`config.mk`:
```
export PLATFORM = sky130hd
export DESIGN_NAME = lcd_bus_responder
export DESIGN_NICKNAME = d
export VERILOG_FILES = /design/src/rtl/lcd_bus_responder.sv
export SDC_FILE = /design/constraint.sdc
export NUM_CORES = 1
export LEC_CHECK = 0
export ABC_AREA = 0
export CAP_MARGIN = 15
export CORE_ASPECT_RATIO = 1.2
export CORE_MARGIN = 2
export CORE_UTILIZATION = 55
export CTS_CLUSTER_DIAMETER = 40
export DETAILED_ROUTE_END_ITERATION = 7
export DONT_BUFFER_PORTS = 1
export GPL_TIMING_DRIVEN = 0
export HOLD_SLACK_MARGIN = 0.1
export PLACE_DENSITY = 0.74
export SLEW_MARGIN = 25
export SYNTH_ARGS = -nofsm -noshare
export SYNTH_HDL_FRONTEND = slang
export SYNTH_SLANG_ARGS = --single-unit
```
`constraint.sdc`:
```
create_clock -name iCLK -period 10.5 [get_ports iCLK]
set_input_delay 2.625 -clock iCLK [delete_from_list [all_inputs] [get_ports iCLK]]
set_output_delay 2.625 -clock iCLK [all_outputs]
set_load 0.02 [all_outputs]
```
`src/rtl/lcd_bus_responder.sv`:
```
// lcd_bus_responder: on-chip responder for an HD44780-style 8-bit LCD bus.
// Snoops bus write cycles, decodes instructions, keeps a 2x16 DDRAM shadow,
// answers read cycles and models the controller's busy timing.
// Optional feature macro: LCD_RESP_BUSY_MODEL_EN
//   defined   -> busy timing, BUSY/CLEAR wait states and err_busy are modelled.
//   undefined -> busy/err_busy stay 0; writes that arrive during a clear are
//                held one deep and executed when the clear finishes.
module lcd_bus_responder #(
    parameter int BUSY_CYCLES  = 2000,
    parameter int CLEAR_CYCLES = 82000
) (
    input  logic       iCLK,
    input  logic       iRST_N,
    input  logic [7:0] LCD_DATA,
    input  logic       LCD_RS,
    input  logic       LCD_RW,
    input  logic       LCD_EN,
    output logic [7:0] rd_data,
    output logic       rd_oe,
    output logic       busy,
    output logic [6:0] ac,
    output logic       disp_on,
    output logic       cursor_on,
    output logic       blink_on,
    input  logic [4:0] dbg_idx,
    output logic [7:0] dbg_char,
    output logic       err_busy,
    output logic       err_addr
);
    typedef enum logic [1:0] {ST_IDLE, ST_BUSY, ST_CLEAR} state_t;

    // Address counter step with the two-line wrap: 0x0F<->0x40, 0x4F<->0x00.
    function automatic logic [6:0] ac_step(input logic [6:0] a, input logic inc);
        if (inc) begin
            if (a == 7'h0F) return 7'h40;
            if (a == 7'h4F) return 7'h00;
            return a + 7'd1;
        end
        if (a == 7'h00) return 7'h4F;
        if (a == 7'h40) return 7'h0F;
        return a - 7'd1;
    endfunction

    // Bus snapshot layout: {EN, RS, RW, DATA[7:0]}.
    logic [10:0] s1_q, s2_q, s3_q;
    logic        fall_q;
    logic [9:0]  cmd_q;            // {RS, RW, DATA} of the last completed transfer
    logic [7:0]  rd_data_q;
    logic        rd_oe_q;

    state_t      state_q;
    logic [4:0]  clr_idx_q;
    logic [7:0]  ddram_q [32];
    logic [6:0]  ac_q;
    logic        id_q, disp_q, cur_q, blink_q, err_addr_q;
`ifdef LCD_RESP_BUSY_MODEL_EN
    localparam int CW = $clog2(CLEAR_CYCLES + 1);
    logic [CW-1:0] cnt_q;
    logic          err_busy_q;
    logic          long_busy;
`else
    logic          q_valid_q;
    logic [8:0]    q_cmd_q;        // {RS, DATA} of the held write
`endif

    logic       use_queue, exec_en, fall_wr;
    logic       x_rs, x_rw;
    logic [7:0] x_data;
    logic [4:0] ac_idx;
    logic [6:0] ac_d;
    logic       id_d, disp_d, cur_d, blink_d;
    logic       wr_en, is_write, start_clear, addr_bad;

    assign ac_idx  = {ac_q[6], ac_q[3:0]};
    assign fall_wr = fall_q & ~cmd_q[8];
`ifdef LCD_RESP_BUSY_MODEL_EN
    assign use_queue = 1'b0;
`else
    assign use_queue = q_valid_q & (state_q == ST_IDLE);
`endif
    // Writes arriving during a clear never execute directly.
    assign exec_en = use_queue | (fall_q & (state_q != ST_CLEAR));
`ifdef LCD_RESP_BUSY_MODEL_EN
    assign x_rs   = cmd_q[9];
    assign x_rw   = cmd_q[8];
    assign x_data = cmd_q[7:0];
`else
    assign x_rs   = use_queue ? q_cmd_q[8] : cmd_q[9];
    assign x_rw   = use_queue ? 1'b0 : cmd_q[8];
    assign x_data = use_queue ? q_cmd_q[7:0] : cmd_q[7:0];
`endif

    // Synchronise the bus, detect the EN falling edge and build the read response.
    always_ff @(posedge iCLK or negedge iRST_N) begin
        // NOTE: every sequential assignment is non-blocking so all flops sample pre-edge values.
        if (!iRST_N) begin
            s1_q      <= '0;
            s2_q      <= '0;
            s3_q      <= '0;
            fall_q    <= 1'b0;
            cmd_q     <= '0;
            rd_data_q <= '0;
            rd_oe_q   <= 1'b0;
        end else begin
            s1_q      <= {LCD_EN, LCD_RS, LCD_RW, LCD_DATA};
            s2_q      <= s1_q;
            s3_q      <= s2_q;
            fall_q    <= s3_q[10] & ~s2_q[10];
            if (s3_q[10] && !s2_q[10]) cmd_q <= s3_q[9:0];
            rd_oe_q   <= s1_q[10] & s1_q[8];
            rd_data_q <= s1_q[9] ? ddram_q[ac_idx] : {busy, ac_q};
        end
    end

    // Decode the transfer being executed this cycle into next-state values.
    always_comb begin
        // NOTE: defaults first so no path leaves a signal unassigned (no latches).
        ac_d        = ac_q;
        id_d        = id_q;
        disp_d      = disp_q;
        cur_d       = cur_q;
        blink_d     = blink_q;
        wr_en       = 1'b0;
        is_write    = 1'b0;
        start_clear = 1'b0;
        addr_bad    = 1'b0;
`ifdef LCD_RESP_BUSY_MODEL_EN
        long_busy   = 1'b0;
`endif
        if (exec_en && x_rw && x_rs) begin
            ac_d = ac_step(ac_q, id_q);
        end else if (exec_en && !x_rw) begin
            is_write = 1'b1;
            if (x_rs) begin
                wr_en = 1'b1;
                ac_d  = ac_step(ac_q, id_q);
            end else begin
                casez (x_data)
                    8'b1???????: begin
                        if (x_data[5:4] == 2'b00) ac_d = x_data[6:0];
                        else addr_bad = 1'b1;
                    end
                    8'b0001????: if (!x_data[3]) ac_d = ac_step(ac_q, x_data[2]);
                    8'b00001???: begin
                        disp_d  = x_data[2];
                        cur_d   = x_data[1];
                        blink_d = x_data[0];
                    end
                    8'b000001??: id_d = x_data[1];
                    8'b0000001?: begin
                        ac_d = '0;
`ifdef LCD_RESP_BUSY_MODEL_EN
                        long_busy = 1'b1;
`endif
                    end
                    8'b00000001: begin
                        ac_d        = '0;
                        id_d        = 1'b1;
                        start_clear = 1'b1;
                    end
                    default: ;  // CGRAM address, function set: accepted, no effect
                endcase
            end
        end
    end

    // Controller state, DDRAM shadow and IDLE/BUSY/CLEAR sequencing.
    always_ff @(posedge iCLK or negedge iRST_N) begin
        if (!iRST_N) begin
            state_q    <= ST_IDLE;
            clr_idx_q  <= '0;
            // NOTE: the shadow is a small register file with a defined power-up content, so it is reset.
            for (int i = 0; i < 32; i++) ddram_q[i] <= 8'h20;
            ac_q       <= '0;
            id_q       <= 1'b1;
            disp_q     <= 1'b0;
            cur_q      <= 1'b0;
            blink_q    <= 1'b0;
            err_addr_q <= 1'b0;
`ifdef LCD_RESP_BUSY_MODEL_EN
            cnt_q      <= '0;
            err_busy_q <= 1'b0;
`else
            q_valid_q  <= 1'b0;
            q_cmd_q    <= '0;
`endif
        end else begin
            ac_q    <= ac_d;
            id_q    <= id_d;
            disp_q  <= disp_d;
            cur_q   <= cur_d;
            blink_q <= blink_d;
            if (wr_en) ddram_q[ac_idx] <= x_data;
            if (addr_bad) err_addr_q <= 1'b1;
`ifndef LCD_RESP_BUSY_MODEL_EN
            if (use_queue) begin
                q_valid_q <= fall_wr;
                q_cmd_q   <= {cmd_q[9], cmd_q[7:0]};
            end
`endif
            case (state_q)
                ST_IDLE: begin
                    if (start_clear) begin
                        state_q   <= ST_CLEAR;
                        clr_idx_q <= '0;
                    end
`ifdef LCD_RESP_BUSY_MODEL_EN
                    else if (is_write) begin
                        state_q <= ST_BUSY;
                        cnt_q   <= long_busy ? CW'(CLEAR_CYCLES - 1) : CW'(BUSY_CYCLES - 1);
                    end
`endif
                end
`ifdef LCD_RESP_BUSY_MODEL_EN
                ST_BUSY: begin
                    if (is_write) begin
                        err_busy_q <= 1'b1;
                        if (start_clear) begin
                            state_q   <= ST_CLEAR;
                            clr_idx_q <= '0;
                        end else begin
                            cnt_q <= long_busy ? CW'(CLEAR_CYCLES - 1) : CW'(BUSY_CYCLES - 1);
                        end
                    end else if (cnt_q == '0) begin
                        state_q <= ST_IDLE;
                    end else begin
                        cnt_q <= cnt_q - 1'b1;
                    end
                end
`endif
                ST_CLEAR: begin
                    ddram_q[clr_idx_q] <= 8'h20;
                    clr_idx_q          <= clr_idx_q + 5'd1;
`ifdef LCD_RESP_BUSY_MODEL_EN
                    if (fall_wr) err_busy_q <= 1'b1;
                    if (clr_idx_q == 5'd31) begin
                        state_q <= ST_BUSY;
                        cnt_q   <= CW'(CLEAR_CYCLES - 32);
                    end
`else
                    if (fall_wr && !q_valid_q) begin
                        q_valid_q <= 1'b1;
                        q_cmd_q   <= {cmd_q[9], cmd_q[7:0]};
                    end
                    if (clr_idx_q == 5'd31) state_q <= ST_IDLE;
`endif
                end
                default: state_q <= ST_IDLE;
            endcase
        end
    end

`ifdef LCD_RESP_BUSY_MODEL_EN
    assign busy     = (state_q != ST_IDLE);
    assign err_busy = err_busy_q;
`else
    assign busy     = 1'b0;
    assign err_busy = 1'b0;
`endif
    assign rd_data   = rd_data_q;
    assign rd_oe     = rd_oe_q;
    assign ac        = ac_q;
    assign disp_on   = disp_q;
    assign cursor_on = cur_q;
    assign blink_on  = blink_q;
    assign err_addr  = err_addr_q;
    assign dbg_char  = ddram_q[dbg_idx];

endmodule

```
==> results of run 1 <==
==> critical path, stage by stage <==
cell and delay, ps:
clkbuf_1 560, clkbuf_1 790, mux4_2 500, mux4_2 540
mux2_2 390
==> routing by layer <==
layer	vias up	wire length (microns)	global-route usage
met5	-	26	0
met3	342	7530	0.112
met1	7351	20600	0.453
met2	1094	27300	0.544
li1	6062	-	-
met4	4	5590	0.274
==> flip-flops by register name, summed over array words and instances, names as in the netlist, 5 cells and up <==
| register | cells |
|---|---|
| ac | 7 |
| clr_idx_q | 5 |
| cmd_q | 10 |
| ddram_q | 256 |
| q_cmd_q | 9 |
| rd_data | 8 |
| s1_q | 11 |
| s2_q | 11 |
| s3_q | 11 |
==> power breakdown <==
group	internal (W)	total, W	switching (W)
logic	0.000806	0.00189	0.00109
clock network	0.000894	0.00152	0.000626
registers	0.00170	0.00206	0.000357
==> layout make-up <==
cell class	instances	area, sq um
inverters	13	48.8
fillers	2526	12200
flip-flops and latches	337	8470
repair buffers	1	11.3
multi-input cells	1085	8860
plain buffers	152	672
clock buffers	50	1170
well taps	407	509
clock inverters	29	305
==> stage by stage <==
step | hold WS (ps) | instances | utilization
3_3_place_gp | 331 | 1994 | 0.575
5_1_grt | 350 | 2074 | 0.622
4_1_cts | 345 | 2074 | 0.622
6_report | 343 | 2074 | 0.622
2_1_floorplan | 331 | 1587 | -
3_5_place_dp | 335 | 1995 | 0.576
==> cell usage after synthesis, types with 6 or more instances <==
cell | count | area [sq um]
nor2_1 | 310 | 1160
dfrtp_1 | 304 | 7610
a211oi_1 | 226 | 1700
mux4_2 | 146 | 3290
clkbuf_1 | 89 | 334
nand2_1 | 85 | 319
o21ai_0 | 62 | 310
buf_2 | 45 | 225
dfstp_2 | 33 | 867
mux2_2 | 28 | 315
and3_1 | 25 | 156
a21oi_1 | 24 | 120
mux2i_1 | 13 | 130
and2_1 | 12 | 75.1
inv_1 | 12 | 45.0
nand3_1 | 11 | 55.1
a22oi_1 | 10 | 75.1
ha_1 | 10 | 125
nor3_1 | 10 | 50.1
buf_1 | 9 | 33.8
o22ai_1 | 9 | 56.3
a31oi_1 | 6 | 37.5
buf_4 | 6 | 45.0
nor2b_1 | 6 | 37.5
or3_1 | 6 | 37.5
==> logic make-up (layout without fill, tap and decap cells) <==
group | after synthesis | in the layout
buffers and inverters | 165 | 245
flip-flops | 337 | 337
multiplexers | 191 | 191
XOR/XNOR | 3 | 3
adder cells (fa/ha/maj) | 11 | 11
other | 1 | 2
AO/OA/AOI/OAI | 390 | 390
AND/OR/NAND/NOR | 488 | 488
==> worst min-delay path by stage <==
stage,endpoint,slack (ps),cells after the start
after floorplan,s2_q[0],330,0
after detailed placement,s3_q[0],330,0
after global placement,s2_q[5],330,0
after global routing,s3_q[0],350,0
after CTS,s3_q[5],340,0
final,s3_q[5],340,0
==> flow_summary.yaml, run 1 <==
outcome:
  status: "complete, no violations"
floorplan:
  io_pins: 48
  core_area_sq_um: 32300
  fp.dieH_microns: 202
  die-width_microns: 169
  die_area_sq_um: 34200
  fp-row-count: 72
  initial_core_util: 0.559
cells_and_area:
  layout_commonest_cell: "nor2_1"
  antenna_cells: 0
  drive_gt1_frac: 0.217
  mostFrequentLayoutCells: "nor2_1 (310), dfrtp_1 (304), a211oi_1 (226), mux4_2 (146), clkbuf_1 (90)"
  syn_to_final_growth_pct: 11.2
  fin_area_sq_um: 20100
  fin_nets: 1662
setup_path:
  cp-start-kind: "input port"
  crit_type: "in2out"
  startpoint: "dbg_idx[1]"
  worstReg2RegEnd: "ac[2]"
  r2r_start: "ac[1]"
  arrival_ps: 5410
  crit_required_ps: 7880
  reg2reg_depth: 11
  rrSetupSlack_ps: 5430
  crit_fanout: 10
  crit_end: "dbg_char[2]"
  endpoint_kind: "output port"
synth:
  synth-seq-cells: 337
  yosys.area_share.xor_xnor: 0.00146
  async_flop_share: 1.00
  synth_enable_flop_cells: 0
  synthesis.area_sq_um: 18000
  synth-main-ff-cell: "dfrtp_1"
  muxShareOfSynthArea: 0.211
  yosys_warnings: 0
  syn_area_per_cell_sq_um: 11.4
  synth-seq-area-share: 0.470
  synth-simple-area-share: 0.115
  synth_compound_area_frac: 0.155
  synth_adder_area_share: 0.00750
  synth_top_family_by_area: "multiplexers"
  netlist_instances: 1586
  yosys.cell_types.count: 73
route:
  wirelength_microns: 61100
  first_pass_iters: 6
  wl_per_cell_microns: 29.4
  vias: 14900
  via_per_inst: 7.16
  ant_nets: 0
  drcViolationCount: 0
  drtIter0Drc: 2162
global_routing:
  grt_pass1_vias: 14900
  gr-total-overflow: 0
  antenna_found_initial: 2
  grtUsageTotal: 0.366
  grt_pass1_wl_microns: 92600
  grt_max_degree: 338
timing:
  relSlewSlack: 0.224
  setup_viol: 0
  worstMarginPinSlew_ps: 1160
  period_minus_slack_ps: 8030
  hold_viol: 0
  rsz0062_at_grt: "no"
  fin_skew_ps: 21.0
  fin_crit_sh: 0.765
  fin_tns_setup_ps: 0
  drv_slew: 0
  layout_setup_ws_ps: 2470
  max_freq_mhz: 124
power:
  power_density_nw_per_um2: 273
  vdd_drop_max_v: 0.000168
  p_total_w: 0.00547
  leakagePower_nw: 7.87
place:
  gp_congestion: 1.03
  dp_hpwl_microns: 42100
  numPortBuffers: 0
  placed_area_sq_um: 18600
  dp_slack_ps: 2560
clock_network:
  clk-insertion-delay-late_ps: 570
  cts_num_sinks: 337
  cts_buffer_depth: 3
  cts_hold_buf: 0
  path_clk_slew_ps: 60
  cts_resized: 0
  numCtsBuffers: 44
  postCtsSetupBuffers: 0
  root_buffer: "clkbuf_16"
  htreeDepth: 2
  cts_tree: "yes"
min_path:
  hp-start: "s2_q[5]"
  hp-class: "reg2reg"
flow_run:
  maxCapViolations: 0
No activity file was read; power rests on OpenSTA's default activity.
==> inputs of run 2 (changes only) <==
--- a/config.mk
+++ b/config.mk
@@ -15,7 +15,7 @@
 export DONT_BUFFER_PORTS = 1
 export GPL_TIMING_DRIVEN = 0
 export HOLD_SLACK_MARGIN = 0.1
-export PLACE_DENSITY = 0.74
+export PLACE_DENSITY = 0.77
 export SLEW_MARGIN = 25
 export SYNTH_ARGS = -nofsm -noshare
 export SYNTH_HDL_FRONTEND = slang
==> constraint.sdc (replaced) <==
create_clock -name iCLK -period 6.58 [get_ports iCLK]
set_input_delay 1.645 -clock iCLK [delete_from_list [all_inputs] [get_ports iCLK]]
set_output_delay 1.645 -clock iCLK [all_outputs]
set_load 0.02 [all_outputs]
==> run 2 against run 1 <==
Highest routed layer unchanged. Final cell count hardly changed. Combinational power is 60% higher. Worst hold slack better by 4.8 ps. Setup slack worse by 1900 ps. Routed wire length is 1.8% higher. Critical path depth stayed put. Non-clock buffer count is 1 higher. First-iteration DRC count is 4.2% lower. Largest power group unchanged.
==> flow_summary.yaml, run 2 (same netlist as run 1, synthesis figures left out) <==
clock_network:
  numCtsBuffers: 44
  postCtsSetupBuffers: 0
  htreeDepth: 2
  cts_num_sinks: 337
  root_buffer: "clkbuf_16"
  clk-insertion-delay-late_ps: 580
  cts_buffer_depth: 3
  path_clk_slew_ps: 60
  cts_hold_buf: 0
  cts_resized: 0
  cts_tree: "yes"
timing:
  drv_slew: 0
  layout_setup_ws_ps: 542
  period_minus_slack_ps: 6040
  fin_crit_sh: 0.918
  rsz0062_at_grt: "no"
  max_freq_mhz: 166
  fin_skew_ps: 28.5
  setup_viol: 0
  hold_viol: 0
  relSlewSlack: 0.200
  worstMarginPinSlew_ps: 1170
  fin_tns_setup_ps: 0
floorplan:
  core_area_sq_um: 32300
  initial_core_util: 0.559
  io_pins: 48
  die-width_microns: 169
  fp.dieH_microns: 202
  fp-row-count: 72
  die_area_sq_um: 34200
global_routing:
  grtUsageTotal: 0.370
  gr-total-overflow: 0
  grt_max_degree: 338
  grt_pass1_vias: 14700
  grt_pass1_wl_microns: 92700
  antenna_found_initial: 1
power:
  p_total_w: 0.00891
  comb_power_share: 0.340
  p_int_w: 0.00562
  switching_power_w: 0.00330
  p_clk_frac: 0.291
  vdd_drop_max_v: 0.000255
  power_density_nw_per_um2: 441
  seq_power_share: 0.369
  swShare: 0.370
  leakagePower_nw: 7.94
cells_and_area:
  largest_register: "ddram_q"
  fin_nets: 1663
  fin_area_sq_um: 20200
  stdcell_count: 2076
  drive_gt1_frac: 0.216
  syn_to_final_growth_pct: 12.0
  mostFrequentLayoutCells: "nor2_1 (310), dfrtp_1 (304), a211oi_1 (226), mux4_2 (146), clkbuf_1 (93)"
  layout_commonest_cell: "nor2_1"
  largest_register_ffs: 256
  antenna_cells: 0
flow_run:
  maxCapViolations: 0
setup_path:
  crit_required_ps: 4930
  cp-start-kind: "input port"
  crit_type: "in2out"
  endpoint_kind: "output port"
  crit_fanout: 10
  arrival_ps: 4390
route:
  via_per_inst: 7.19
  dr_wl_met2_microns: 27700
  met1_length_microns: 22000
  wl_met3_microns: 6800
  vias: 14900
  drcViolationCount: 0
  wl_per_cell_microns: 29.9
  top_layer: "met5"
  first_pass_iters: 6
  wirelength_microns: 62100
  ant_nets: 0
  drtIter0Drc: 2072
place:
  numPortBuffers: 0
  place_inst: 1996
  dp_hpwl_microns: 43300
  dp_slack_ps: 605
  gp_congestion: 1.01
  placed_area_sq_um: 18600
outcome:
  status: "complete, no violations"
min_path:
  hp-class: "reg2reg"
## run 2: cell count changes in the layout (fill, tap and decap cells not counted), sizes merged
cell      delta
inv          -6
clkinv       -3
clkinvlp     -1
clkbuf       +7
buf          +1
bufinv       +4
## run 2: layer usage
| layer | vias to the layer above | track usage |
|---|---|---|
| li1 | 6072 | - |
| met1 | 7488 | 0.480 |
| met2 | 1067 | 0.544 |
| met3 | 299 | 0.0907 |
| met4 | 2 | 0.275 |
| met5 | - | 0 |
## run 2: through the flow
stage / hold WS [ps] / util
floorplan: 331 / -
global placement: 332 / 0.575
detailed placement: 336 / 0.576
CTS: 348 / 0.626
global route: 350 / 0.626
finish: 348 / 0.626
## run 2: cell type report
class / count / area (sq um)
fill: 2515 / 12100
multi-input combinational: 1085 / 8860
sequential: 337 / 8470
clock buffer: 57 / 1230
buffer: 152 / 673
tap: 407 / 509
clock inverter: 23 / 370
inverter: 13 / 48.8
timing repair buffer: 2 / 22.5
## run 2: critical path, cell delays in order
cell      delay (ps)
clkbuf_1         540
clkbuf_1         780
mux4_2           470
mux4_2           560
mux2_2           390
## run 2: path summary, 6_finish.rpt
path | start | end | slack [ps] | cells after the start
hold reg to reg | s2_q[9] | s3_q[9] | 350 | 0
setup reg to reg | ac[1] | ac[2] | 1650 | 11
setup / recovery | dbg_idx[1] | dbg_char[3] | 540 | 5
max in group asynchronous | iRST_N | ddram_q[251] | 5060 | 0
hold / removal | s2_q[9] | s3_q[9] | 350 | 0
min in group asynchronous | iRST_N | s1_q[7] | 760 | 0
## run 2: power groups by stage
stage / clock network (W) / logic [W] / registers [W]
6_report: 0.00260 / 0.00303 / 0.00329
5_1_grt: 0.00270 / 0.00315 / 0.00334
4_1_cts: 0.00261 / 0.00294 / 0.00326
3_5_place_dp: 0 / 0.00293 / 0.00328
3_3_place_gp: 0 / 0.00285 / 0.00323
2_1_floorplan: 0 / 0.00205 / 0.00310
==> inputs of run 3 (changes only) <==
--- a/config.mk
+++ b/config.mk
@@ -10,6 +10,7 @@
 export CORE_ASPECT_RATIO = 1.2
 export CORE_MARGIN = 2
 export CORE_UTILIZATION = 55
+export CTS_BUF_LIST = sky130_fd_sc_hd__clkbuf_4
 export CTS_CLUSTER_DIAMETER = 40
 export DETAILED_ROUTE_END_ITERATION = 7
 export DONT_BUFFER_PORTS = 1
==> run 3 against run 2 <==
Setup slack better by 21 ps. Sequential cell count stayed put. Combinational power about the same. Clock power decreased by 28%. Largest cell class unchanged. Highest routed layer unchanged.
==> flow_summary.yaml, run 3 (same netlist as run 1, synthesis figures left out) <==
place:
  gp_congestion: 1.01
  numPortBuffers: 0
  dp_hpwl_microns: 43300
  place_inst: 1996
cells_and_area:
  layout_commonest_cell: "nor2_1"
  drive_gt1_frac: 0.243
  fin_nets: 1707
  syn_to_final_growth_pct: 9.44
  mostFrequentLayoutCells: "nor2_1 (310), dfrtp_1 (304), a211oi_1 (226), mux4_2 (146), clkbuf_4 (129)"
  nFillCells: 2632
  largest_register_ffs: 256
  stdcell_count: 2156
  largest_register: "ddram_q"
  fin_util: 0.612
power:
  vdd_drop_max_v: 0.000227
  power_density_nw_per_um2: 414
  p_total_w: 0.00817
  leakagePower_nw: 7.84
global_routing:
  grtUsageTotal: 0.369
  gr-total-overflow: 0
  grt_pass1_vias: 14900
  antenna_found_initial: 3
  grt_max_degree: 338
  grt_pass1_wl_microns: 92200
min_path:
  hold_end: "s3_q[9]"
  hold_path_depth: 0
  hp-start: "s2_q[9]"
  hp-class: "reg2reg"
outcome:
  status: "complete, no violations"
floorplan:
  core_area_sq_um: 32300
  initial_core_util: 0.559
  fp-row-count: 72
  die_area_sq_um: 34200
  io_pins: 48
  die-width_microns: 169
  fp.dieH_microns: 202
timing:
  period_minus_slack_ps: 6020
  hold_slack_ps: 339
  hold_viol: 0
  setup_viol: 0
  fin_crit_sh: 0.914
  worstMarginPinSlew_ps: 1250
  relSlewSlack: 0.161
  fin_tns_setup_ps: 0
  rsz0062_at_grt: "no"
  fin_skew_ps: 58.2
  drv_slew: 0
  max_freq_mhz: 166
clock_network:
  cts_tree: "yes"
  cts_num_sinks: 337
  clk-insertion-delay-late_ps: 800
  cts_hold_buf: 0
  numCtsBuffers: 88
  cts_buffer_depth: 3
  root_buffer: "clkbuf_4"
  postCtsSetupBuffers: 0
  path_clk_slew_ps: 70
  htreeDepth: 3
  cts_resized: 0
setup_path:
  reg2reg_depth: 11
  crit_required_ps: 4930
  r2r_start: "ac[1]"
  worstReg2RegEnd: "ac[2]"
  cp-start-kind: "input port"
  endpoint_kind: "output port"
  crit_type: "in2out"
  crit_fanout: 10
  rrSetupSlack_ps: 1650
  arrival_ps: 4370
route:
  first_pass_iters: 7
  drtIter0Drc: 1979
  ant_nets: 0
  via_per_inst: 6.99
  drcViolationCount: 0
  wl_per_cell_microns: 28.6
  wirelength_microns: 61600
  vias: 15100
flow_run:
  maxCapViolations: 0
-- run 3: changes by cell type in the layout (fill, tap and decap cells not counted), moves of 2 or more --
cell	before	now
clkinv_1	0	19
diode_2	0	2
inv_2	1	5
clkinvlp_4	4	0
clkinv_8	3	0
clkbuf_8	8	0
clkbuf_4	0	129
clkbuf_1	93	89
bufinv_16	7	2
clkbuf_16	44	0
inv_6	2	0
clkinv_4	2	0
-- run 3: power by group --
| group | leakage [nW] | switching, W | total [W] | internal, W |
|---|---|---|---|---|
| logic | 2.77 | 0.00174 | 0.00303 | 0.00129 |
| registers | 4.39 | 0.000566 | 0.00327 | 0.00271 |
| clock network | 0.684 | 0.000884 | 0.00186 | 0.000978 |
| total | 7.84 | 0.00319 | 0.00817 | 0.00498 |
-- run 3: how the worst max path moves through the flow --
stage / start / to / slack (ps) / cells after the start
after floorplan: dbg_idx[0] / dbg_char[0] / 1480 / 5
after global placement: dbg_idx[1] / dbg_char[1] / 650 / 5
after detailed placement: dbg_idx[1] / dbg_char[4] / 600 / 5
after CTS: dbg_idx[1] / dbg_char[1] / 590 / 5
after global routing: dbg_idx[1] / dbg_char[4] / 540 / 5
final: dbg_idx[1] / dbg_char[4] / 560 / 5
-- run 3: metal layers --
metal / up-vias / routed length [microns] / track usage
li1: 6208 / - / -
met1: 7409 / 21300 / 0.460
met2: 1126 / 27400 / 0.539
met3: 316 / 7170 / 0.112
met4: 2 / 5710 / 0.285
met5: - / 13 / 0
-- run 3: metrics by stage --
stage,area [sq um],worst slack (ps)
after global routing,19700,538
after detailed placement,18600,605
after global placement,18500,646
final,19700,564
after floorplan,18000,1480
after CTS,19700,593
-- run 3: cell type report --
cell class / instances / area, sq um / area share
Antenna cell: 2 / 5.00 / 0.000254
Timing Repair Buffer: 2 / 22.5 / 0.00114
Inverter: 13 / 48.8 / 0.00247
Clock buffer: 129 / 968 / 0.0491
Sequential cell: 337 / 8470 / 0.430
Clock inverter: 29 / 166 / 0.00843
Tap cell: 407 / 509 / 0.0258
Buffer: 152 / 672 / 0.0341
Multi-Input combinational cell: 1085 / 8860 / 0.449
-- run 3: worst max-delay path: stages --
cell and delay (ps):
clkbuf_1 510, clkbuf_1 780, mux4_2 490, mux4_2 580, mux2_2 360
